--- src/rtl/popcount_stream.sv ---
// rtl/popcount_stream.sv - buffered, chunked ones/zeros counter with saturating running total
// Words queue in a small FIFO; the engine counts CHUNK_WIDTH bits per cycle.
module popcount_stream #(
  parameter int DATA_WIDTH  = 32,
  parameter int CHUNK_WIDTH = 8,
  parameter int FIFO_DEPTH  = 4,
  parameter int COUNT_WIDTH = 32
) (
  input  logic                             ACLK,
  input  logic                             ARESET,
  input  logic [DATA_WIDTH-1:0]            WRITE_DATA,
  input  logic                             WRITE_VALID,
  output logic                             WRITE_READY,
  input  logic                             MODE,
  output logic [COUNT_WIDTH-1:0]           COUNT,
  input  logic                             COUNT_RST,
  output logic                             COUNT_BUSY,
  output logic                             COUNT_SAT,
  output logic [$clog2(FIFO_DEPTH+1)-1:0]  FIFO_LEVEL
);

  localparam int NCHUNK = DATA_WIDTH / CHUNK_WIDTH;
  localparam int PTR_W  = $clog2(FIFO_DEPTH);
  localparam int LVL_W  = $clog2(FIFO_DEPTH + 1);
  localparam int CNT_W  = (NCHUNK > 1) ? $clog2(NCHUNK) : 1;
  localparam int PC_W   = $clog2(CHUNK_WIDTH + 1);
  localparam int SUM_W  = COUNT_WIDTH + 1;

  typedef enum logic {IDLE, RUN} state_t;

  logic [DATA_WIDTH-1:0] fifo_data [FIFO_DEPTH];
  logic [FIFO_DEPTH-1:0] fifo_mode;
  logic [PTR_W-1:0]      wr_ptr;
  logic [PTR_W-1:0]      rd_ptr;
  logic [LVL_W-1:0]      level;

  state_t                state;
  logic [DATA_WIDTH-1:0] shreg;
  logic [CNT_W-1:0]      chunk_cnt;
  logic [COUNT_WIDTH-1:0] total;
  logic                  sat;

  logic                  full;
  logic                  empty;
  logic                  push;
  logic                  pop;
  logic [DATA_WIDTH-1:0] head_word;
  logic [PC_W-1:0]       chunk_ones;
  logic [SUM_W-1:0]      sum;

  assign full        = (level == LVL_W'(FIFO_DEPTH));
  assign empty       = (level == '0);
  assign WRITE_READY = !full && !COUNT_RST && !ARESET;
  assign push        = WRITE_VALID && WRITE_READY;
  // The engine takes a new word when idle or on the last chunk of the current one.
  assign pop         = !empty && ((state == IDLE) || (chunk_cnt == '0));
  assign head_word   = fifo_mode[rd_ptr] ? ~fifo_data[rd_ptr] : fifo_data[rd_ptr];

  always_comb begin
    chunk_ones = '0;
    for (int i = 0; i < CHUNK_WIDTH; i++) begin
      chunk_ones = chunk_ones + PC_W'(shreg[i]);
    end
    sum = {1'b0, total} + SUM_W'(chunk_ones);
  end

  always_ff @(posedge ACLK) begin
    if (push) begin
      fifo_data[wr_ptr] <= WRITE_DATA;
      fifo_mode[wr_ptr] <= MODE;
    end
  end

  always_ff @(posedge ACLK) begin
    if (ARESET || COUNT_RST) begin
      wr_ptr <= '0;
      rd_ptr <= '0;
      level  <= '0;
    end else begin
      if (push) wr_ptr <= wr_ptr + 1'b1;
      if (pop)  rd_ptr <= rd_ptr + 1'b1;
      case ({push, pop})
        2'b10:   level <= level + 1'b1;
        2'b01:   level <= level - 1'b1;
        default: level <= level;
      endcase
    end
  end

  always_ff @(posedge ACLK) begin
    if (ARESET || COUNT_RST) begin
      state     <= IDLE;
      shreg     <= '0;
      chunk_cnt <= '0;
      total     <= '0;
      sat       <= 1'b0;
    end else begin
      case (state)
        IDLE: begin
          if (pop) begin
            shreg     <= head_word;
            chunk_cnt <= CNT_W'(NCHUNK - 1);
            state     <= RUN;
          end
        end
        RUN: begin
          // Once saturated the total is pinned at all-ones until cleared.
          if (sat || sum[COUNT_WIDTH]) begin
            total <= '1;
            sat   <= 1'b1;
          end else begin
            total <= sum[COUNT_WIDTH-1:0];
          end
          shreg     <= shreg >> CHUNK_WIDTH;
          chunk_cnt <= chunk_cnt - 1'b1;
          if (chunk_cnt == '0) begin
            if (pop) begin
              shreg     <= head_word;
              chunk_cnt <= CNT_W'(NCHUNK - 1);
            end else begin
              state <= IDLE;
            end
          end
        end
        default: state <= IDLE;
      endcase
    end
  end

  assign COUNT      = total;
  assign COUNT_SAT  = sat;
  assign COUNT_BUSY = !empty || (state == RUN);
  assign FIFO_LEVEL = level;

endmodule

--- config.mk ---
export PLATFORM = sky130hd
export DESIGN_NAME = popcount_stream
export DESIGN_NICKNAME = d
export VERILOG_FILES = /design/src/rtl/popcount_stream.sv
export SDC_FILE = /design/constraint.sdc
export NUM_CORES = 1
export LEC_CHECK = 0
export BUFFER_PORTS_ARGS = -buffer_cell sky130_fd_sc_hd__buf_2
export CAP_MARGIN = 20
export CORE_MARGIN = 1.5
export CORE_UTILIZATION = 50
export DETAILED_ROUTE_END_ITERATION = 16
export HOLD_SLACK_MARGIN = 0.15
export MAX_ROUTING_LAYER = met4
export PLACE_DENSITY_LB_ADDON = 0.15
export SETUP_SLACK_MARGIN = 0.15
export SYNTH_ARGS = -nofsm -noshare
export SYNTH_HDL_FRONTEND = slang
export SYNTH_SLANG_ARGS = --single-unit
--- constraint.sdc ---
create_clock -name ACLK -period 3.8 [get_ports ACLK]
set_clock_uncertainty 0.1 [all_clocks]
set_input_delay 0.38 -clock ACLK [delete_from_list [all_inputs] [get_ports ACLK]]
set_output_delay 0.38 -clock ACLK [all_outputs]
set_load 0.005 [all_outputs]
After elaboration in Yosys (flattened, before gate mapping)
Memories as Yosys holds them, arrays and structs flattened. A register that Yosys moved wholly into a read port is not among the register bits.
Index checks and enable logic that the tools add are counted.
{"block": "word_totals", "regBits": 79, "wordCells": 72, "mem_bits_rw": 128, "output_inout_bits": 38, "n_memories": 1}
{"block": "op_classes", "mux": 23, "bitwise": 2, "eq_ne": 4, "n_reduce_logical": 17, "magnitude_cmp": 3, "add_sub_neg": 13}
{"memory": "fifo_data", "words": 4, "word_bits": 32, "rd": 1, "rd_clocked_by_memory_dff": 1, "write_ports": 1, "line": "31", "rtl": "logic [DATA_WIDTH-1:0] fifo_data [FIFO_DEPTH];"}
{"op": "32-bit 2-to-1 mux", "count": 5}
{"op": "32-bit case mux with 2 select lines", "count": 1}
{"op": "32-bit by 4-bit adder with 33-bit output", "count": 1}
{"op": "32-bit inverter", "count": 1}
{"op": "4-bit by 1-bit adder with 4-bit output", "count": 4}
{"op": "2-bit 2-to-1 mux", "count": 5}
{"op": "2-bit by 3-bit < comparator with 1-bit output (second input constant)", "count": 2}
{"op": "1-bit 2-to-1 mux", "count": 6}
{"op": "3-bit case mux with 2 select lines", "count": 1}
{"op": "1-bit logical AND", "count": 5}
{"op": "2-bit by 1-bit adder with 2-bit output (second input constant)", "count": 2}
{"op": "3-bit by 1-bit adder with 4-bit output", "count": 1}
{"op": "4-bit bitwise mux", "count": 1}
{"op": "1-bit zero test", "count": 4}
{"op": "1-bit logical OR", "count": 4}
{"op": "2-bit case mux with 2 select lines", "count": 1}
{"op": "2-bit by 1-bit adder with 3-bit output", "count": 1}
{"op": "3-bit by 1-bit adder with 3-bit output (second input constant)", "count": 1}
{"op": "3-bit equality test (second input constant)", "count": 1}
{"op": "3-bit zero test", "count": 1}
{"op": "3-bit by 1-bit subtractor with 3-bit output (second input constant)", "count": 1}
{"op": "1-bit by 1-bit adder with 2-bit output", "count": 1}
{"op": "1-bit binary-select mux with 2-bit select", "count": 1}
{"op": "1-bit demux with 2-bit select", "count": 1}
{"op": "10 further kinds", "count": 10}

Longest topological paths before layout
Gate-level depths: netlist (run 1).
{"block": "depth", "ltp_word": 10, "depth_mapped": 14}

Least setup slack after synthesis (run 1)
OpenSTA, ideal clock, no wires.
{"block": "synth_path", "path_type": "register -> register", "startpoint": "register total[0], in the netlist COUNT[0]", "endpoint": "register total[12], in the netlist COUNT[12]", "arrival_ns": 3.394, "setup_slack_ns": 0.172, "required_ns": 3.567, "path_stages_with_launch": 13, "path_cell_list": "dfxtp_1 fa_1 inv_1 fa_1 fa_1 fa_1 inv_1 fa_1 nand3_1 a211oi_1 nand2_1 xor2_1 a21oi_4"}
{"block": "synth_via", "elab_chain_cells": 3}
{"item": "start, declared", "line": "40", "rtl": "logic [COUNT_WIDTH-1:0] total;"}
{"item": "start signal, assigned", "line": "112", "rtl": "total <= sum[COUNT_WIDTH-1:0];"}
{"item": "32-bit by 4-bit adder with 33-bit output *", "line": "64", "rtl": "sum = {1'b0, total} + SUM_W'(chunk_ones);"}
{"item": "1-bit logical OR", "line": "108", "rtl": "if (sat || sum[COUNT_WIDTH]) begin"}
{"item": "32-bit 2-to-1 mux *", "line": "108"}
Every way passes the cells marked *; elsewhere a longest branch is shown, timed or not.
A chain may end at the register's enable or synchronous reset.

Final worst setup path (run 1)
{"block": "layout_path", "startpoint": "register total[0], in the netlist COUNT[0]", "endpoint": "register total[16], in the netlist COUNT[16]"}
Same word-level chain as after synthesis.

==> impl_metrics.json, run 1 <==
{
  "outcome": "completed",
  "clock_sinks": 209,
  "clk_pin_slew_ps": 60,
  "ant_nets": 0,
  "seqCellArea_um2": 5508,
  "yosys_warnings": 0,
  "placed_area_um2": 9235,
  "syn_inst": 583,
  "critPathTopFamily": "adder cells",
  "cap_violations": 0,
  "crit_buf_inv": 3,
  "grt_overflow": 0,
  "finalCritPeriodShare_pct": 98.25,
  "finalWirelength_um": 17030,
  "worstHoldPathCells": 3,
  "r2r-end": "COUNT[16]",
  "crit_required_ps": 4040,
  "cts_tree": "yes",
  "ios": 75,
  "synth_top_flop_cell": "edfxtp_1",
  "synth-seq-area-share_pct": 63.83,
  "min_period_ps": 3734,
  "hold_end": "wr_ptr[1]",
  "worst_slew_pin_slew_ps": 953.7,
  "rsz0062_at_grt": "yes",
  "cp_slowest_stage_delay_ps": 540,
  "grt_pass1_wl_um": 27680,
  "postLayoutCoreUtil_pct": 63.17,
  "synth_area_um2": 8625,
  "dp_hpwl_um": 10390,
  "placed_cells": 858,
  "powerDensity_nw_per_um2": 487.3,
  "fin_nets": 756,
  "initial_core_util_pct": 51.64,
  "timing.critical_path.cells": "fa_1 -> inv_2 -> fa_1 -> fa_1 -> fa_2 -> inv_2 -> fa_2 -> nand3_4 -> a211oi_2 -> buf_4 -> nand4_1 -> xor2_2 -> a21oi_2",
  "fin_area_um2": 10550,
  "die_h_um": 134.3,
  "vias": 5301,
  "pre_cts_ws_ps": -94.84,
  "post_drt_wl_per_cell_um": 18.17,
  "min_from": "WRITE_VALID",
  "io_buffers": 74,
  "n_fill_cell": 1265,
  "htreeDepth": 1,
  "reg2reg_slack_ps": 70,
  "critPathSlowestCell": "fa_1",
  "postSynth.asyncResetShare_pct": 0,
  "core-area_um2": 16700,
  "multi_input_area_um2": 2957,
  "vias_per_cell": 5.657,
  "clk_path_buf_depth": 3,
  "drc_errors": 0,
  "crit_top_cell": "fa_1",
  "finalSetupViolCount": 0,
  "reg2reg_from": "COUNT[0]",
  "drt-initial-drc-count": 418,
  "leakage_nw": 3.673,
  "max_freq_ghz": 0.2678,
  "critPathCaptureType": "flip-flop",
  "grt_use_total_pct": 20.14,
  "antenna_found_initial": 0,
  "dieArea_um2": 18050,
  "fp-row-count": 47,
  "finalHoldViolations": 0,
  "area_growth_pct": 22.33,
  "diodes": 0,
  "worstPathMaxFanout": 5,
  "reg2reg_depth": 13,
  "cts_root_buffer": "clkbuf_16",
  "hold_class": "in -> reg",
  "place.gp.congestion": 0.7871,
  "drive_above_1_share_pct": 27.48,
  "synth_edf_count": 132,
  "clk_latency_ps": 500,
  "max_slew_margin_pct": 36.42,
  "dr.pass1.iters": 7,
  "die_x_um": 134.3,
  "grt_pass1_vias": 5277,
  "startpoint_type": "flip-flop",
  "arrival_ps": 3980,
  "crit_type": "reg -> reg",
  "synth.distinct_cells": 52,
  "synth_nets": 638,
  "grt_max_degree": 66,
  "synth_seq_cells": 209,
  "fin_cells": 937,
  "avgSynthCellArea_um2": 14.79,
  "numCtsBuffers": 22,
  "drv_slew": 0,
  "max-vdd-ir-drop_mv": 0.4018,
  "fin_ws_ps": 66.35
}
## repair_timing
item                                    in CTS  in global routing
setup buffers                                1                  4
gates resized for setup                     10                  9
hold endpoints to repair                   132                  0
gates cloned                                 1                  0
endpoints found under the setup margin      33                 33
hold buffers                                33                  0
pin swaps                                    3                 14
## layout by cell type (no fill, tap or decap), types with 10 or more instances in the layout
cell | Yosys | layout
a21oi_2 | 9 | 10
buf_2 | 9 | 74
mux4_2 | 33 | 33
nand2_1 | 15 | 13
ha_1 | 12 | 12
a222oi_1 | 17 | 17
xnor2_1 | 15 | 14
dlygate4sd3_1 | 0 | 33
a21oi_1 | 21 | 20
a31oi_1 | 11 | 11
dfxtp_1 | 77 | 75
nor2_1 | 36 | 36
xor2_1 | 41 | 39
buf_4 | 1 | 20
clkbuf_16 | 0 | 23
inv_1 | 26 | 24
edfxtp_1 | 132 | 132
## kinds of logic after synthesis
logic type / synth area share (%)
xor+xnor: 5.687
compound gates: 9.691
mux: 8.617
fa+ha+maj: 3.134
simple gates: 5.992
buf+inv: 3.046
flops: 63.83
## power by group
part	internal, mW	switching (mW)
logic	0.0943	0.111
registers	2.43	0.0140
clock network	1.64	0.852
## registers in the layout, indices dropped and copies added (netlist names), named ones only
| register | cells |
|---|---|
| fifo_data | 128 |
| rd_ptr | 2 |
| COUNT_SAT | 1 |
| COUNT | 32 |
| FIFO_LEVEL | 3 |
| chunk_cnt | 2 |
| shreg | 32 |
| wr_ptr | 2 |
| fifo_mode | 4 |
| state | 1 |
## stage by stage
step	power [mW]	hold slack, ps	TNS, ps
after floorplan	2.605	338.6	0
after global placement	2.667	355.6	0
after detailed placement	2.675	362.8	-1478
after CTS	5.185	218.4	0
after global routing	5.305	243.5	-176.5
final	5.141	238.2	0
## area by class of cell
| class | count | share of cell area [%] |
|---|---|---|
| clock buffers | 23 | 5.455 |
| flip-flops and latches | 209 | 52.21 |
| clock inverters | 17 | 2.680 |
| inverters | 27 | 0.9606 |
| repair buffers | 127 | 8.065 |
| multi-input cells | 314 | 28.02 |
| well taps | 220 | 2.609 |
## per-layer routing
metal  vias up  part of all wire [%]  track usage, %  wire length (um)
met5         -                     0               -                 0
met4         0                   1.9           5.137               329
met3        33                   4.6           2.948               778
met2       129                    48           31.77              8139
met1      2642                    46           27.76              7779
li1       2497                     -               -                 -
## worst register-to-register path, cell delays in order (launching register included)
cell and delay [ps]:
dfxtp_2 330, fa_1 540, inv_2 40, fa_1 500, fa_1 430, fa_2 370, inv_2 70, fa_2 240
nand3_4 100, a211oi_2 250, buf_4 190, nand4_1 150, xor2_2 210, a21oi_2 70
## worst max-delay path by stage
stage / to / cells past startpoint / slack (ps) / startpoint
detailed placement: COUNT[25] / 12 / -90 / COUNT[0]
CTS: COUNT[16] / 13 / 110 / COUNT[0]
global placement: COUNT[29] / 12 / 80 / COUNT[0]
finish: COUNT[16] / 13 / 70 / COUNT[0]
floorplan: COUNT[12] / 12 / 170 / COUNT[0]
global route: COUNT[16] / 13 / -100 / COUNT[0]
## synthesized netlist by cell type, types with 11 or more instances
| master | number | area share, % |
|---|---|---|
| xnor2_1 | 15 | 1.5 |
| mux4_2 | 33 | 8.6 |
| a222oi_1 | 17 | 2.0 |
| inv_1 | 26 | 1.1 |
| nor2_1 | 36 | 1.6 |
| nand2_1 | 15 | 0.65 |
| edfxtp_1 | 132 | 46 |
| clkbuf_1 | 20 | 0.87 |
| dfxtp_1 | 77 | 18 |
| a21oi_1 | 21 | 1.2 |
| a31oi_1 | 11 | 0.80 |
| ha_1 | 12 | 1.7 |
| xor2_1 | 41 | 4.2 |
Power figures use the tool's default switching activity.
==> inputs of run 2 (changes only) <==
Settings changed: MAX_ROUTING_LAYER met4 to default.
==> run 2 against run 1 <==
  * Sequential power hardly changed
  * Critical path type unchanged
  * Maximum frequency hardly changed
  * Die area stayed put
  * Largest power group unchanged
==> impl_metrics.json, run 2 (synthesized netlist as in run 1, its figures left out) <==
{
  "clk_path_buf_depth": 3,
  "die_h_um": 134.3,
  "min_period_ps": 3733,
  "drc_errors": 0,
  "area_growth_pct": 22.34,
  "n_fill_cell": 1262,
  "startpoint_type": "flip-flop",
  "fin_ws_ps": 66.93,
  "rsz0062_at_grt": "yes",
  "crit_top_cell": "fa_1",
  "powerDensity_nw_per_um2": 487.3,
  "clk_pin_slew_ps": 60,
  "core-area_um2": 16700,
  "internal_power_mw": 4.165,
  "cap_violations": 0,
  "ios": 75,
  "drv_slew": 0,
  "vias": 5288,
  "grt_overflow": 0,
  "antenna_found_initial": 0,
  "grt_pass1_vias": 5268,
  "grt_use_total_pct": 19.55,
  "finalWirelength_um": 17080,
  "timing.critical_path.cells": "fa_1 -> inv_2 -> fa_1 -> fa_1 -> fa_2 -> inv_2 -> fa_2 -> nand3_4 -> a211oi_2 -> buf_4 -> nand4_1 -> xor2_2 -> a21oi_2",
  "fp-row-count": 47,
  "post_drt_wl_per_cell_um": 18.23,
  "arrival_ps": 3980,
  "finalPower_mw": 5.142,
  "critPathCaptureType": "flip-flop",
  "dp_hpwl_um": 10390,
  "worst_slew_pin_slew_ps": 959.5,
  "placed_cells": 858,
  "dr.pass1.iters": 8,
  "whs_ps": 234.9,
  "final_common_cell": "edfxtp_1",
  "hold_class": "in -> reg",
  "finalCritPeriodShare_pct": 98.24,
  "place.gp.congestion": 0.7765,
  "initial_core_util_pct": 51.64,
  "seqPwrFrac_pct": 47.6,
  "combPwrFrac_pct": 4.0,
  "cp_slowest_stage_delay_ps": 540,
  "crit_required_ps": 4040,
  "fin_nets": 756,
  "finalHoldViolations": 0,
  "fin_cells": 937,
  "finalSetupViolCount": 0,
  "ant_nets": 0,
  "clock_sinks": 209,
  "die_x_um": 134.3,
  "worstPathMaxFanout": 5,
  "max_slew_margin_pct": 36.03,
  "max-vdd-ir-drop_mv": 0.3996,
  "crit_type": "reg -> reg",
  "swShare_pct": 19.00,
  "cts_tree": "yes",
  "clk_latency_ps": 500,
  "pre_cts_ws_ps": -94.84,
  "diodes": 0,
  "grt_max_degree": 66,
  "htreeDepth": 1,
  "io_buffers": 74,
  "setup_tns_ps": 0,
  "dieArea_um2": 18050,
  "max_freq_ghz": 0.2679,
  "outcome": "completed",
  "cts_root_buffer": "clkbuf_16",
  "vias_per_cell": 5.644,
  "largest_register_ffs": 128,
  "numCtsBuffers": 22,
  "switchingPower_mw": 0.9771,
  "critPathSlowestCell": "fa_1",
  "regMostFlops": "fifo_data",
  "drive_above_1_share_pct": 27.48,
  "leakage_nw": 3.672,
  "drt-initial-drc-count": 427,
  "power_frac_clock_pct": 48.4,
  "grt_pass1_wl_um": 27700,
  "mostFrequentLayoutCells": "edfxtp_1 (132), dfxtp_1 (75), buf_2 (74), xor2_1 (39), nor2_1 (36)"
}
## run 2: worst paths after layout
path                start            to  slack (ps)  depth (start not counted)
max              COUNT[0]     COUNT[16]          70                         13
min           WRITE_VALID     wr_ptr[1]         230                          3
max reg2reg      COUNT[0]     COUNT[16]          70                         13
min reg2reg  chunk_cnt[0]  chunk_cnt[0]         380                          1
## run 2: power by group through the flow
stage / Clock, mW / Sequential [mW] / Combinational (mW)
final: 2.49 / 2.45 / 0.205
after global routing: 2.63 / 2.45 / 0.226
after CTS: 2.53 / 2.45 / 0.206
after detailed placement: 0 / 2.50 / 0.179
after global placement: 0 / 2.49 / 0.172
after floorplan: 0 / 2.49 / 0.116
## run 2: metal layers
metal  wire, um  track usage, %  vias to the layer above  part of all wire, %
met4        323           5.137                        0                  1.9
met3        752           2.948                       29                  4.4
met1       7745           27.86                     2629                   45
met5          0               0                        -                    0
li1           -               -                     2498                    -
met2       8255           31.71                      132                   48
## run 2: timing repair
action                                  4_1_cts  5_1_grt
hold endpoints to repair                    132        0
endpoints found under the setup margin       33       33
resized for setup                            10        9
pin swaps                                     3       13
cloned                                        1        0
setup buffers                                 1        4
hold buffers                                 33        0
## run 2: worst max-delay path: cells and delay by family (launching register included)
kind / cells / cell delay [ps]
adders and majority gates: 5 / 2070
DFF: 1 / 330
AOI/OAI and AO/OA: 2 / 320
buffers and inverters: 3 / 300
and+or+nand+nor: 2 / 250
xor gates and xnor gates: 1 / 210
## run 2: cell type report
cell class / instances / area (um^2) / share of cell area (%)
clock buffers: 23 / 575.6 / 5.455
clock inverters: 17 / 282.8 / 2.680
inverters: 27 / 101.3 / 0.9605
multi-input cells: 314 / 2958 / 28.03
flip-flops and latches: 209 / 5508 / 52.20
well taps: 220 / 275.3 / 2.609
repair buffers: 127 / 850.8 / 8.064
## run 2: stage by stage
step	util (%)	instance area, um^2
final	63.18	10550
after global routing	63.18	10550
after CTS	62.77	10480
after detailed placement	55.30	9235
after global placement	55.30	9235
after floorplan	-	8625
==> inputs of run 3 (changes only) <==
Settings changed: CORE_UTILIZATION 50 to 52, PLACE_DENSITY from default to 0.75, PLACE_DENSITY_LB_ADDON 0.15 to default, SETUP_SLACK_MARGIN 0.15 to default.
==> run 3 against run 2 <==
  * Sequential cell count did not move
  * Combinational power is essentially flat
  * Cell area shrank 1.6%
  * Critical endpoint is now COUNT[10]
==> impl_metrics.json, run 3 (synthesized netlist as in run 1, its figures left out) <==
{
  "max_freq_ghz": 0.2647,
  "initial_core_util_pct": 53.71,
  "grt_overflow": 0,
  "power_frac_clock_pct": 45.7,
  "cts_tree": "yes",
  "clk_latency_ps": 500,
  "vias_per_cell": 5.831,
  "dieArea_um2": 17370,
  "cap_violations": 0,
  "clk_path_buf_depth": 3,
  "internal_power_mw": 3.891,
  "critPathCaptureType": "flip-flop",
  "final_common_cell": "edfxtp_1",
  "numCtsBuffers": 22,
  "placed_cells": 853,
  "regMostFlops": "fifo_data",
  "vias": 5423,
  "powerDensity_nw_per_um2": 470.6,
  "mostFrequentLayoutCells": "edfxtp_1 (132), dfxtp_1 (75), buf_2 (74), xor2_1 (41), nor2_1 (36)",
  "diodes": 0,
  "fin_cells": 930,
  "fin_area_um2": 10380,
  "finalHoldViolations": 0,
  "combPwrFrac_pct": 4.2,
  "worst_slew_pin_slew_ps": 927.7,
  "whs_ps": 242.1,
  "min_period_ps": 3778,
  "drive_above_1_share_pct": 26.61,
  "critPathSlowestCell": "fa_1",
  "die_x_um": 131.8,
  "antenna_found_initial": 0,
  "largest_register_ffs": 128,
  "finalWirelength_um": 17540,
  "max_slew_margin_pct": 38.15,
  "ios": 75,
  "drv_slew": 0,
  "grt_pass1_vias": 5584,
  "seqPwrFrac_pct": 50.1,
  "finalCritPeriodShare_pct": 99.43,
  "switchingPower_mw": 0.9952,
  "worstPathMaxFanout": 5,
  "cp_slowest_stage_delay_ps": 530,
  "post_drt_wl_per_cell_um": 18.86,
  "grt_pass1_wl_um": 28390,
  "fp-row-count": 46,
  "place.gp.congestion": 0.7780,
  "leakage_nw": 3.609,
  "n_fill_cell": 1120,
  "crit_required_ps": 4060,
  "crit_top_cell": "fa_1",
  "startpoint_type": "flip-flop",
  "drt-initial-drc-count": 373,
  "grt_max_degree": 66,
  "timing.critical_path.cells": "fa_1 -> inv_1 -> fa_1 -> fa_1 -> fa_2 -> inv_2 -> fa_2 -> nand3_2 -> a211oi_1 -> buf_4 -> and3_1 -> xnor2_1 -> a21oi_1",
  "reg2reg_slack_ps": 20,
  "area_growth_pct": 20.38,
  "core-area_um2": 16060,
  "dr.pass1.iters": 6,
  "crit_type": "reg -> reg",
  "die_h_um": 131.8,
  "clock_sinks": 209,
  "fin_nets": 753,
  "clk_pin_slew_ps": 60,
  "max-vdd-ir-drop_mv": 0.5146,
  "drc_errors": 0,
  "swShare_pct": 20.37,
  "hold_class": "in -> reg",
  "dp_hpwl_um": 10560,
  "setup_tns_ps": 0,
  "grt_use_total_pct": 20.35,
  "htreeDepth": 1,
  "outcome": "completed",
  "ant_nets": 0,
  "finalSetupViolCount": 0,
  "cts_root_buffer": "clkbuf_16",
  "arrival_ps": 4040,
  "rsz0062_at_grt": "yes",
  "placed_area_um2": 9223,
  "io_buffers": 74
}
[run 3: layout make-up]
type                       instances  area, um^2  area share (%)
tap                              216       270.3           2.603
clock buffer                      28       624.3           6.013
inverter                          27       101.3          0.9761
timing repair buffer             124       828.3           7.978
clock inverter                    12       136.4           1.314
multi-input combinational        314        2914           28.07
sequential                       209        5508           53.05
[run 3: per-layer routing]
layer  share of wire [%]  track usage [%]
met1                  43            27.34
met4                 2.6            6.173
met5                   0                0
met2                  50            34.36
met3                 4.4            3.345
[run 3: power groups by stage]
stage	Sequential, mW	Combinational [mW]	Clock (mW)
6_report	2.45	0.207	2.23
3_3_place_gp	2.49	0.170	0
3_5_place_dp	2.50	0.179	0
5_1_grt	2.45	0.226	2.35
2_1_floorplan	2.49	0.116	0
4_1_cts	2.45	0.206	2.25
[run 3: repair_timing]
item	4_1_cts	5_1_grt
endpoints found under the hold margin	132	0
gates resized for setup	3	7
cloned	1	0
hold buffers	33	0
endpoints found under the setup margin	31	33
buffers inserted	2	1
pin swaps	1	3
[run 3: final timing paths]
| check | from | to | cells after the start |
|---|---|---|---|
| worst max-delay path | COUNT[0] | COUNT[10] | 13 |
| worst min-delay path | WRITE_VALID | wr_ptr[1] | 3 |
| worst max register to register | COUNT[0] | COUNT[10] | 13 |
| worst min register to register | chunk_cnt[0] | chunk_cnt[0] | 1 |
[run 3: critical path: cells and delay by family (launching register included)]
kind | cells | cell delay [ps]
xor+xnor | 1 | 130
buf+inv | 3 | 330
compound gates | 2 | 360
simple gates | 2 | 300
fa+ha+maj | 5 | 2080
flops | 1 | 340
[run 3: through the flow]
stage / utilization (%) / setup slack (ps) / power [mW]
detailed placement: 57.43 / -131.3 / 2.674
CTS: 64.49 / 15.29 / 4.905
floorplan: - / 172.4 / 2.605
global route: 64.66 / -56.75 / 5.023
finish: 64.66 / 21.59 / 4.886
global placement: 57.43 / 60.55 / 2.664
